## config.mk

```make
export PLATFORM = sky130hd
export DESIGN_NAME = alu_result_stage
export DESIGN_NICKNAME = d
export VERILOG_FILES = /design/src/rtl/alu_stage_pkg.sv /design/src/rtl/flag_unit.sv /design/src/rtl/alu_result_stage.sv
export SDC_FILE = /design/constraint.sdc
export NUM_CORES = 1
export LEC_CHECK = 0
export BUFFER_PORTS_ARGS = -buffer_cell sky130_fd_sc_hd__clkbuf_2
export CAP_MARGIN = 20
export CORE_AREA = 2 2 124 126
export DETAILED_ROUTE_END_ITERATION = 8
export DIE_AREA = 0 0 126 128
export GPL_TIMING_DRIVEN = 1
export PLACE_DENSITY_LB_ADDON = 0.25
export SYNTH_ARGS = -nofsm -noshare
export SYNTH_HDL_FRONTEND = slang
export SYNTH_SLANG_ARGS = --single-unit
```

## constraint.sdc

```tcl
create_clock -name clk -period 2 [get_ports clk]
set_clock_uncertainty 0.1 [all_clocks]
set_input_delay 0.1 -clock clk [delete_from_list [all_inputs] [get_ports clk]]
set_output_delay 0.1 -clock clk [all_outputs]
set_load 0.1 [all_outputs]
```

## src/rtl/alu_stage_pkg.sv

```systemverilog
// Shared op codes, flag bit positions and the buffered entry type for the ALU result stage.
package alu_stage_pkg;

    localparam logic [3:0] OP_ADD = 4'b0000;
    localparam logic [3:0] OP_SUB = 4'b0001;

    localparam int FLAG_N = 3;
    localparam int FLAG_Z = 2;
    localparam int FLAG_C = 1;
    localparam int FLAG_V = 0;

    // Entries carry the widest supported datapath; narrower stages zero-extend into it.
    localparam int ENTRY_MAX_W = 64;

    typedef struct packed {
        logic [ENTRY_MAX_W-1:0] result;
        logic [3:0]             rd;
    } entry_t;

endpackage

```

## src/rtl/flag_unit.sv

```systemverilog
// Combinational next-NZCV computation; C and V are only touched by arithmetic ops.
module flag_unit
    import alu_stage_pkg::*;
#(
    parameter int N = 32
) (
    input  logic [N-1:0] result,
    input  logic         carry_out,
    input  logic         msb_sum,
    input  logic         a_msb,
    input  logic         b_msb,
    input  logic [3:0]   op,
    input  logic [3:0]   flags_cur,
    output logic [3:0]   flags_next
);

    always_comb begin
        flags_next         = flags_cur;
        flags_next[FLAG_N] = result[N-1];
        flags_next[FLAG_Z] = (result == '0);
        if (!op[3]) begin
            flags_next[FLAG_C] = carry_out;
            case (op)
                OP_ADD:  flags_next[FLAG_V] = (a_msb == b_msb) && (msb_sum != a_msb);
                OP_SUB:  flags_next[FLAG_V] = (a_msb != b_msb) && (msb_sum != a_msb);
                default: flags_next[FLAG_V] = 1'b0;
            endcase
        end
    end

endmodule

```

## src/rtl/alu_result_stage.sv

```systemverilog
// Two-entry skid buffer between the ALU and writeback, plus the architectural NZCV register.
module alu_result_stage
    import alu_stage_pkg::*;
#(
    parameter int N = 32
) (
    input  logic         clk,
    input  logic         rst_n,
    input  logic         in_valid,
    output logic         in_ready,
    input  logic [N-1:0] result,
    input  logic         carry_out,
    input  logic         msb_sum,
    input  logic         a_msb,
    input  logic         b_msb,
    input  logic [3:0]   op,
    input  logic         set_flags,
    input  logic [3:0]   rd,
    input  logic         flush,
    output logic         out_valid,
    input  logic         out_ready,
    output logic [N-1:0] out_result,
    output logic [3:0]   out_rd,
    output logic [3:0]   flags
);

    logic       main_valid_reg, main_valid_next;
    logic       skid_valid_reg, skid_valid_next;
    entry_t     main_reg, main_next;
    entry_t     skid_reg, skid_next;
    logic [3:0] flags_reg, flags_next;
    logic [3:0] flag_unit_out;
    entry_t     in_entry;
    logic       accept;
    logic       issue;

    // in_ready depends only on registered state, so out_ready never reaches it combinationally.
    assign in_ready   = !skid_valid_reg;
    assign out_valid  = main_valid_reg;
    assign out_result = main_reg.result[N-1:0];
    assign out_rd     = main_reg.rd;
    assign flags      = flags_reg;

    assign accept = in_valid && in_ready && !flush;
    assign issue  = main_valid_reg && out_ready;

    assign in_entry.result = ENTRY_MAX_W'(result);
    assign in_entry.rd     = rd;

    flag_unit #(.N(N)) u_flag_unit (
        .result     (result),
        .carry_out  (carry_out),
        .msb_sum    (msb_sum),
        .a_msb      (a_msb),
        .b_msb      (b_msb),
        .op         (op),
        .flags_cur  (flags_reg),
        .flags_next (flag_unit_out)
    );

    always_comb begin
        main_valid_next = main_valid_reg;
        skid_valid_next = skid_valid_reg;
        main_next       = main_reg;
        skid_next       = skid_reg;
        flags_next      = flags_reg;
        if (flush) begin
            main_valid_next = 1'b0;
            skid_valid_next = 1'b0;
        end else begin
            if (issue) begin
                if (skid_valid_reg) begin
                    main_next       = skid_reg;
                    skid_valid_next = 1'b0;
                end else begin
                    main_valid_next = accept;
                    if (accept) begin
                        main_next = in_entry;
                    end
                end
            end else if (accept) begin
                if (!main_valid_reg) begin
                    main_valid_next = 1'b1;
                    main_next       = in_entry;
                end else begin
                    skid_valid_next = 1'b1;
                    skid_next       = in_entry;
                end
            end
            if (accept && set_flags) begin
                flags_next = flag_unit_out;
            end
        end
    end

    always_ff @(posedge clk or negedge rst_n) begin
        if (!rst_n) begin
            main_valid_reg <= 1'b0;
            skid_valid_reg <= 1'b0;
            main_reg       <= '0;
            skid_reg       <= '0;
            flags_reg      <= '0;
        end else begin
            main_valid_reg <= main_valid_next;
            skid_valid_reg <= skid_valid_next;
            main_reg       <= main_next;
            skid_reg       <= skid_next;
            flags_reg      <= flags_next;
        end
    end

    // Padding above the datapath width must never pick up data.
    generate
        if (N < ENTRY_MAX_W) begin : g_pad_check
            always_comb begin
                assert (!rst_n || ((main_reg.result[ENTRY_MAX_W-1:N] == '0) &&
                                   (skid_reg.result[ENTRY_MAX_W-1:N] == '0)));
            end
        end
    endgenerate

endmodule

```

## After elaboration in Yosys (flattened, before gate mapping)

Cells that the tools add are included.
Widths: inputs -> output; s select.

| cells by class | value |
|---|---|
| equal/unequal tests | 6 |
| muxes and demuxes | 14 |
| bitwise gates (word level) | 3 |
| reduce and logical (&&, ||, !) cells | 20 |

Operators by type and width:

| cell | count |
|---|---|
| $mux 36 | 5 |
| $logic_not 32->1 | 1 |
| $mux 1 | 8 |
| $reduce_and 4->1 | 2 |
| $logic_and 1x1->1 | 6 |
| $reduce_and 2->1 | 3 |
| $reduce_bool 3->1 | 2 |
| $eq 4x1->1 const B | 1 |
| $logic_not 4->1 | 1 |
| $reduce_bool 2->1 | 2 |
| $ne 3x3->1 const B | 1 |
| $not 1->1 | 3 |
| $reduce_and 3->1 | 1 |
| $logic_not 1->1 | 2 |
| $ne 1x1->1 | 2 |
| $ne 2x1->1 const B | 1 |
| $pmux 1 s2 | 1 |
| $eq 1x1->1 | 1 |

| storage, ports and cells | value |
|---|---|
| bits in registers | 78 |
| logic and storage cells | 51 |

## Longest topological paths before layout

Gate-level depths: netlist of the first run.

| depth | value |
|---|---|
| word-level depth | 6 |
| mapped depth | 5 |

## Modules after synthesis

A second synthesis of the first run with hierarchy kept.

| unflattened totals | value |
|---|---|
| cell total of the unflattened synthesis | 232 |
| area total of the unflattened synthesis | 3669.8 µm² |

By module, submodules not included:

| module | instances | cells each | area an instance (µm²) |
|---|---|---|---|
| alu_result_stage | 1 | 213 | 3533.4 |
| flag_unit | 1 | 19 | 136.4 |

## Worst setup path after synthesis of the first run

OpenSTA, ideal clock, no wires.

| path | value |
|---|---|
| kind | reg-to-reg |
| from | register main_valid_reg (netlist: out_valid) |
| to | register main_reg, in the netlist out_rd[0] |
| setup time | 0.125 ns |
| data arrival time | 2.335 ns |
| required time | 1.775 ns |
| setup slack | -0.561 ns |
| stages on the path, launching flop included | 6 |
| clock period less this slack | 2.561 ns |
| cell sequence | dfrtp_1 buf_2 nand2_1 a221oi_4 buf_2 mux2_2 |

| on the way | value |
|---|---|
| longest elaborated chain between the ends | 3 |

Ends and longest elaborated chain:

| item | line | source |
|---|---|---|
| start: declaration | alu_result_stage.sv:27 | `logic main_valid_reg, main_valid_next;` |
| start signal: assignment | alu_result_stage.sv:104 | `main_valid_reg <= main_valid_next;` |
| $logic_and 1x1->1 | alu_result_stage.sv:45 | `assign issue = main_valid_reg && out_ready;` |
| $ne 2x1->1 (no source line) or $reduce_bool 2->1 (tied branches) | -- |  |
| $reduce_and 4->1 (no source line) | -- |  |
| end signal: assignment | alu_result_stage.sv:106 | `main_reg <= main_next;` |
| end: declaration | alu_result_stage.sv:29 | `entry_t main_reg, main_next;` |

Parallel ways exist; a longest one is shown, timed or not.
A chain may end at the register's enable or synchronous reset.

## Worst setup path after layout of the first run

| path | value |
|---|---|
| from | register skid_valid_reg |
| to | register skid_reg[12] (netlist bit) |

| on the way | value |
|---|---|
| longest elaborated chain between the ends | 4 |

Ends and longest elaborated chain:

| item | line | source |
|---|---|---|
| start: declaration | alu_result_stage.sv:28 | `logic skid_valid_reg, skid_valid_next;` |
| start signal: assignment | alu_result_stage.sv:105 | `skid_valid_reg <= skid_valid_next;` |
| $logic_not 1->1 | alu_result_stage.sv:38 | `assign in_ready = !skid_valid_reg;` |
| $logic_and 1x1->1 (2 in series) | alu_result_stage.sv:44 | `assign accept = in_valid && in_ready && !flush;` |
| $reduce_and 4->1 (no source line) | -- |  |
| end signal: assignment | alu_result_stage.sv:107 | `skid_reg <= skid_next;` |
| end: declaration | alu_result_stage.sv:30 | `entry_t skid_reg, skid_next;` |

Every way passes these cells.

==> results of run 1 <==
[synthesized netlist by cell type]
cell        n
mux2i_1     1
a211oi_1    1
o21ai_0     2
or2_2       1
o31ai_1     1
nor2b_1     2
mux2_4     30
a221oi_4    1
nand2_1     2
nor4_1      8
buf_6       4
buf_2       4
o41ai_1     1
dfrtp_1    78
nand3_2     1
clkbuf_1    3
nand2b_4    1
inv_1       2
nand4_1     2
mux2_2     80
a21oi_1     2
nand4bb_1   1
or4b_4      1
xnor2_1     1
[metrics by stage]
step                cells  TNS (ps)  total power (uW)  hold slack, ps
global route          565         0              6470            34.2
detailed placement    505         0              4370           -2.04
global placement      505         0              4340           -2.62
finish                565         0              6190            29.1
CTS                   565         0              6290            6.00
floorplan             230     -2040              3960            -296
[worst max-delay path, delay by kind of cell (launching register included)]
kind | cells | cell delay (ps)
DFF | 1 | 380
muxes | 1 | 320
buffers and inverters | 1 | 220
and+or+nand+nor | 2 | 650
[layout make-up]
class	count	share of cell area, %
well taps	188	4.58
clock inverters	3	1.32
multi-input cells	139	31.2
inverters	2	0.146
flip-flops and latches	78	38.1
clock buffers	12	4.99
repair buffers	143	19.7
[worst max-delay path by stage]
stage                               startpoint                        to  slack, ps  cells after the start
floorplan                out_valid$_DFFE_PN0P_  skid_reg[10]$_DFFE_PN0P_        -40                      5
global placement    skid_valid_reg$_DFFE_PN0P_  skid_reg[12]$_DFFE_PN0P_        210                      4
detailed placement  skid_valid_reg$_DFFE_PN0P_  skid_reg[15]$_DFFE_PN0P_        190                      4
CTS                 skid_valid_reg$_DFFE_PN0P_  skid_reg[12]$_DFFE_PN0P_        190                      4
global route        skid_valid_reg$_DFFE_PN0P_  skid_reg[12]$_DFFE_PN0P_        140                      4
finish              skid_valid_reg$_DFFE_PN0P_  skid_reg[12]$_DFFE_PN0P_        190                      4
[what timing repair did]
action                                 CTS  global route
endpoints found under the hold margin   74             0
hold buffers                            45             0
buffers inserted                         0             0
setup endpoints to repair                0             0
resized for setup                        0             0
[cells by family (layout without fill, tap and decap cells)]
logic type             Yosys count  in the layout  share of synthesized area [%]
AO/OA/AOI/OAI                    8              8                           1.94
buffers and inverters           13            160                           2.32
AND/OR/NAND/NOR                 19             19                           3.81
XOR/XNOR                         1              1                          0.242
flip-flops                      78             78                           54.0
multiplexers                   111            111                           37.7
[power groups by stage]
stage	logic [uW]	clock network [uW]	registers [uW]
3_5_place_dp	2200	0	2170
3_3_place_gp	2170	0	2170
5_1_grt	2340	1930	2200
2_1_floorplan	569	0	3390
6_report	2250	1790	2150
4_1_cts	2270	1870	2160
[layer usage]
layer  routed length (um)  up-vias
met1                 3690     1149
met3                  379        8
met2                 4160       57
met4                  122        0
li1                     -     1123
met5                    0        -
==> run metrics, run 1 <==
total track usage=11.0%; drt pass-1 iters=3; gate count of the mapped netlist=230; Mapped Area=3610 sq um; RSZ-0062 raised after global routing=no; max_cap viols=0; synth unique cells=24; Reg-to-Reg End=skid_reg[12]$_DFFE_PN0P_; Sw Pwr=2430 uW; hold path cells=4; top cell type's share of synthesized area=54.0%; endpoints failing hold=0; HP Class=primary input to flop; Peak VDD IR=0.833 mV; Crit-path slowest cell=or4b_4; Port Buffers=91; Worst-path clk slew=60 ps; cell area after layout=5140 sq um; layout cells sized above 1=60.7%; FF+latch count, synth=78; outcome=finished clean; Placer Congestion=0.662; fin crit period=1810 ps; Yosys warnings=0; H-tree depth=3; hold wc startpoint=a_msb; ant diodes=0; I/O pins=92; Sequential Power Share=34.8%; final slew viol count=0; CP max stage delay=490 ps; critical path arrival=1930 ps; peak fanout along the critical path=36; Worst setup EP type=flop; # setup viols final=0; TritonCTS clock tree=done; Sw Ratio=39.2%; post-synthesis sequential area ratio=54.0%; number of buffers created by CTS=9; Area Overhead vs Synth=42.1%; ranking of synthesized cells by area=dfrtp_1 (54%), mux2_2 (25%), mux2_4 (12%); commonest non-fill, non-tap cell in the layout=clkbuf_2; GRT met3 Usage=4.51%; Vias per Instance=4.14; Die Y=128 um; pre-CTS WS=188 ps; Reg-to-Reg Start=skid_valid_reg$_DFFE_PN0P_; Initial Util=24.3%; final wirelength=8.36 mm; antenna violations before repair=0; clock latency on the worst-skew pair=340 ps; met2 usage=17.9%; WHS Endpoint=flags[0]$_DFFE_PN0P_; most used routing layer=met2; vias in the first global route=2567; worst reg-to-reg path cell count=4; NumNets Final=423; Final HPWL DP=5.46 mm; cell internal pwr=3770 uW; CP cell instances=nand2b_4, or4b_4, buf_12, mux2_4; Yosys top cell by area=dfrtp_1; Leak Pwr=0.00240 uW; total die area=16100 sq um; Worst slew margin=61.8%; Cell Rows=45; Iteration-0 DRC Markers=43; reg2reg setup slack=190 ps; Setup crit start kind=flop; clk sinks=78; root buf cell=clkbuf_16; Filler cells=1512; Slew @ Worst Pin=575 ps; drt drc=0; vias post-DR=2337; largest net degree at the start of global routing=46; clock power share=28.9%; die span in x=126 um; Reg area=1960 sq um; Layout Utilization=34.6%; PD cells=1210 nW/um^2; GRT met1 Usage=13.5%; Final period util=90.4%; mean post-synth cell area=15.7 sq um; f_max=553 MHz; post-route worst setup slack=191 ps; first-pass GRT wire length=13.6 mm; DP Area=4360 sq um; required time of the critical path=2120 ps; multi-input logic area=1600 sq um; CTS Buffer Depth=2; Synthesized Nets=280; most frequent cells in the layout=clkbuf_2 (90), dfrtp_1 (77), mux2_2 (74); max reg flops=36; CP Class=flop to flop; Core Area=14900 sq um; GRT Residual Overflow=0; Routed wire per std cell=14.8 um; Post-DRT Antenna Nets=0; combinational fraction of design power=36.3%
(Power assumes the default switching activity.)
==> run 2: changes to the inputs <==
==> constraint.sdc (replaced) <==
create_clock -name clk -period 2 [get_ports clk]
set_clock_uncertainty 0.1 [all_clocks]
set_input_delay 0.3 -clock clk [delete_from_list [all_inputs] [get_ports clk]]
set_output_delay 0.3 -clock clk [all_outputs]
set_load 0.1 [all_outputs]
==> run 2 against run 1 <==
Effect of this change:
- total power is 2.0% lower
- register-to-register slack hardly changed
- die area stayed put
- worst hold slack better by 15 ps
- fmax is 0.11% lower
- via count is 5.3% lower
- combinational power is 3% lower
- first-iteration DRC count is 19% higher
- clock power is 3% lower
- non-clock buffer count is 43 lower
- critical path depth stayed put
- critical path type unchanged
- critical endpoint is now skid_reg[15]$_DFFE_PN0P_
==> run metrics, run 2 (synthesis gave the netlist of run 1 again) <==
ant diodes=0; Post-DRT Antenna Nets=0; CP Buf/Inv Count=1; Filler cells=1538; post-CTS sizing=0; post-CTS setup buffer count=0; pre-CTS WS=183 ps; drt pass-1 iters=3; CTS Buffer Depth=2; TritonCTS clock tree=done; vias post-DR=2212; Final period util=90.5%; Worst setup EP type=flop; CP Class=flop to flop; root buf cell=clkbuf_16; first-pass GRT wire length=13.2 mm; total die area=16100 sq um; top layer in use=met4; post-route insts no fill=523; post-route worst setup slack=189 ps; Die Y=128 um; H-tree depth=3; f_max=552 MHz; PD cells=1290 nW/um^2; Peak VDD IR=0.653 mV; HP Class=primary input to flop; Placer Congestion=0.663; hold path cells=2; critical path arrival=1930 ps; CP max stage delay=490 ps; max_cap viols=0; Worst slew margin=62.3%; Reg-to-Reg Start=skid_valid_reg$_DFFE_PN0P_; Iteration-0 DRC Markers=51; Worst-path clk slew=60 ps; required time of the critical path=2120 ps; die span in x=126 um; Port Buffers=91; Final HPWL DP=5.54 mm; Initial Util=24.3%; Crit-path slowest cell=or4b_4; final wirelength=7.94 mm; reg2reg setup slack=190 ps; max reg flops=36; Vias per Instance=4.23; Leak Pwr=0.00223 uW; largest net degree at the start of global routing=45; clock latency on the worst-skew pair=330 ps; Area Overhead vs Synth=30.0%; CP cell instances=nand2b_4, or4b_4, buf_12, mux2_4; Cell Rows=45; WHS Endpoint=flags[0]$_DFFE_PN0P_; Post-Place Cells=506; Hold-fix buffers, CTS=1; most frequent cells in the layout=clkbuf_2 (90), dfrtp_1 (77), mux2_2 (74); NumNets Final=380; number of buffers created by CTS=9; Core Area=14900 sq um; Routed wire per std cell=15.2 um; vias in the first global route=2418; clk sinks=78; met3 WL=449 um; Layout Utilization=31.6%; total track usage=10.7%; worst reg-to-reg path cell count=4; met2 wire length=3.86 mm; Top Family by Delay on Critical Path=simple AND/OR/NAND/NOR gates; # setup viols final=0; endpoints failing hold=0; commonest non-fill, non-tap cell in the layout=clkbuf_2; RSZ-0062 raised after global routing=no; met1 WL=3.53 mm; antenna violations before repair=0; fin crit period=1810 ps; Setup crit start kind=flop; Slew @ Worst Pin=568 ps; setup TNS=0 ps; outcome=finished clean; Reg-to-Reg End=skid_reg[15]$_DFFE_PN0P_; Min Hold Slack=44.4 ps; final slew viol count=0; layout cells sized above 1=68.7%; hold wc startpoint=op[2]; GRT Residual Overflow=0; drt drc=0; peak fanout along the critical path=36; I/O pins=92
-- run 2: cell types whose count changed in the layout (fill, tap and decap cells not counted) --
cell	previous run	this run
dlygate4sd3_1	45	1
clkinv_2	0	2
buf_4	4	5
clkbuf_1	1	2
clkbuf_8	2	1
clkinvlp_4	1	0
-- run 2: area by class of cell --
class | count | area (sq um) | share of cell area [%]
Sequential cell | 78 | 1960 | 41.6
Multi-Input combinational cell | 139 | 1600 | 34.1
Timing Repair Buffer | 100 | 578 | 12.3
Clock buffer | 12 | 246 | 5.25
Tap cell | 188 | 235 | 5.01
Clock inverter | 4 | 70.1 | 1.49
Inverter | 2 | 7.51 | 0.160
-- run 2: worst max-delay path by stage --
stage                                           from                        end  slack (ps)  cells after the start
after floorplan                out_valid$_DFFE_PN0P_   skid_reg[10]$_DFFE_PN0P_         -40                      5
after detailed placement  skid_valid_reg$_DFFE_PN0P_   skid_reg[15]$_DFFE_PN0P_         180                      4
after global placement                     out_ready  out_result[8]$_DFFE_PN0P_         200                      5
after CTS                 skid_valid_reg$_DFFE_PN0P_   skid_reg[15]$_DFFE_PN0P_         180                      4
after global routing      skid_valid_reg$_DFFE_PN0P_  out_result[1]$_DFFE_PN0P_         110                      5
final                     skid_valid_reg$_DFFE_PN0P_   skid_reg[15]$_DFFE_PN0P_         190                      4
-- run 2: power breakdown --
part           internal (uW)  leakage [uW]  total [uW]  switching [uW]
Combinational            602       0.00113        2180            1580
Sequential              1950      0.000940        2150             193
Clock                   1120      0.000157        1740             615
Total                   3680       0.00223        6070            2390
-- run 2: layer usage --
layer / vias to the layer above / track usage, %
met5: - / 0
met4: 0 / 3.10
met3: 6 / 4.38
met2: 59 / 17.3
met1: 1103 / 13.2
li1: 1044 / -
-- run 2: stage by stage --
stage / area (sq um) / total power (uW)
finish: 4700 / 6070
global route: 4700 / 6350
CTS: 4700 / 6170
detailed placement: 4370 / 4370
global placement: 4370 / 4340
floorplan: 3670 / 3960
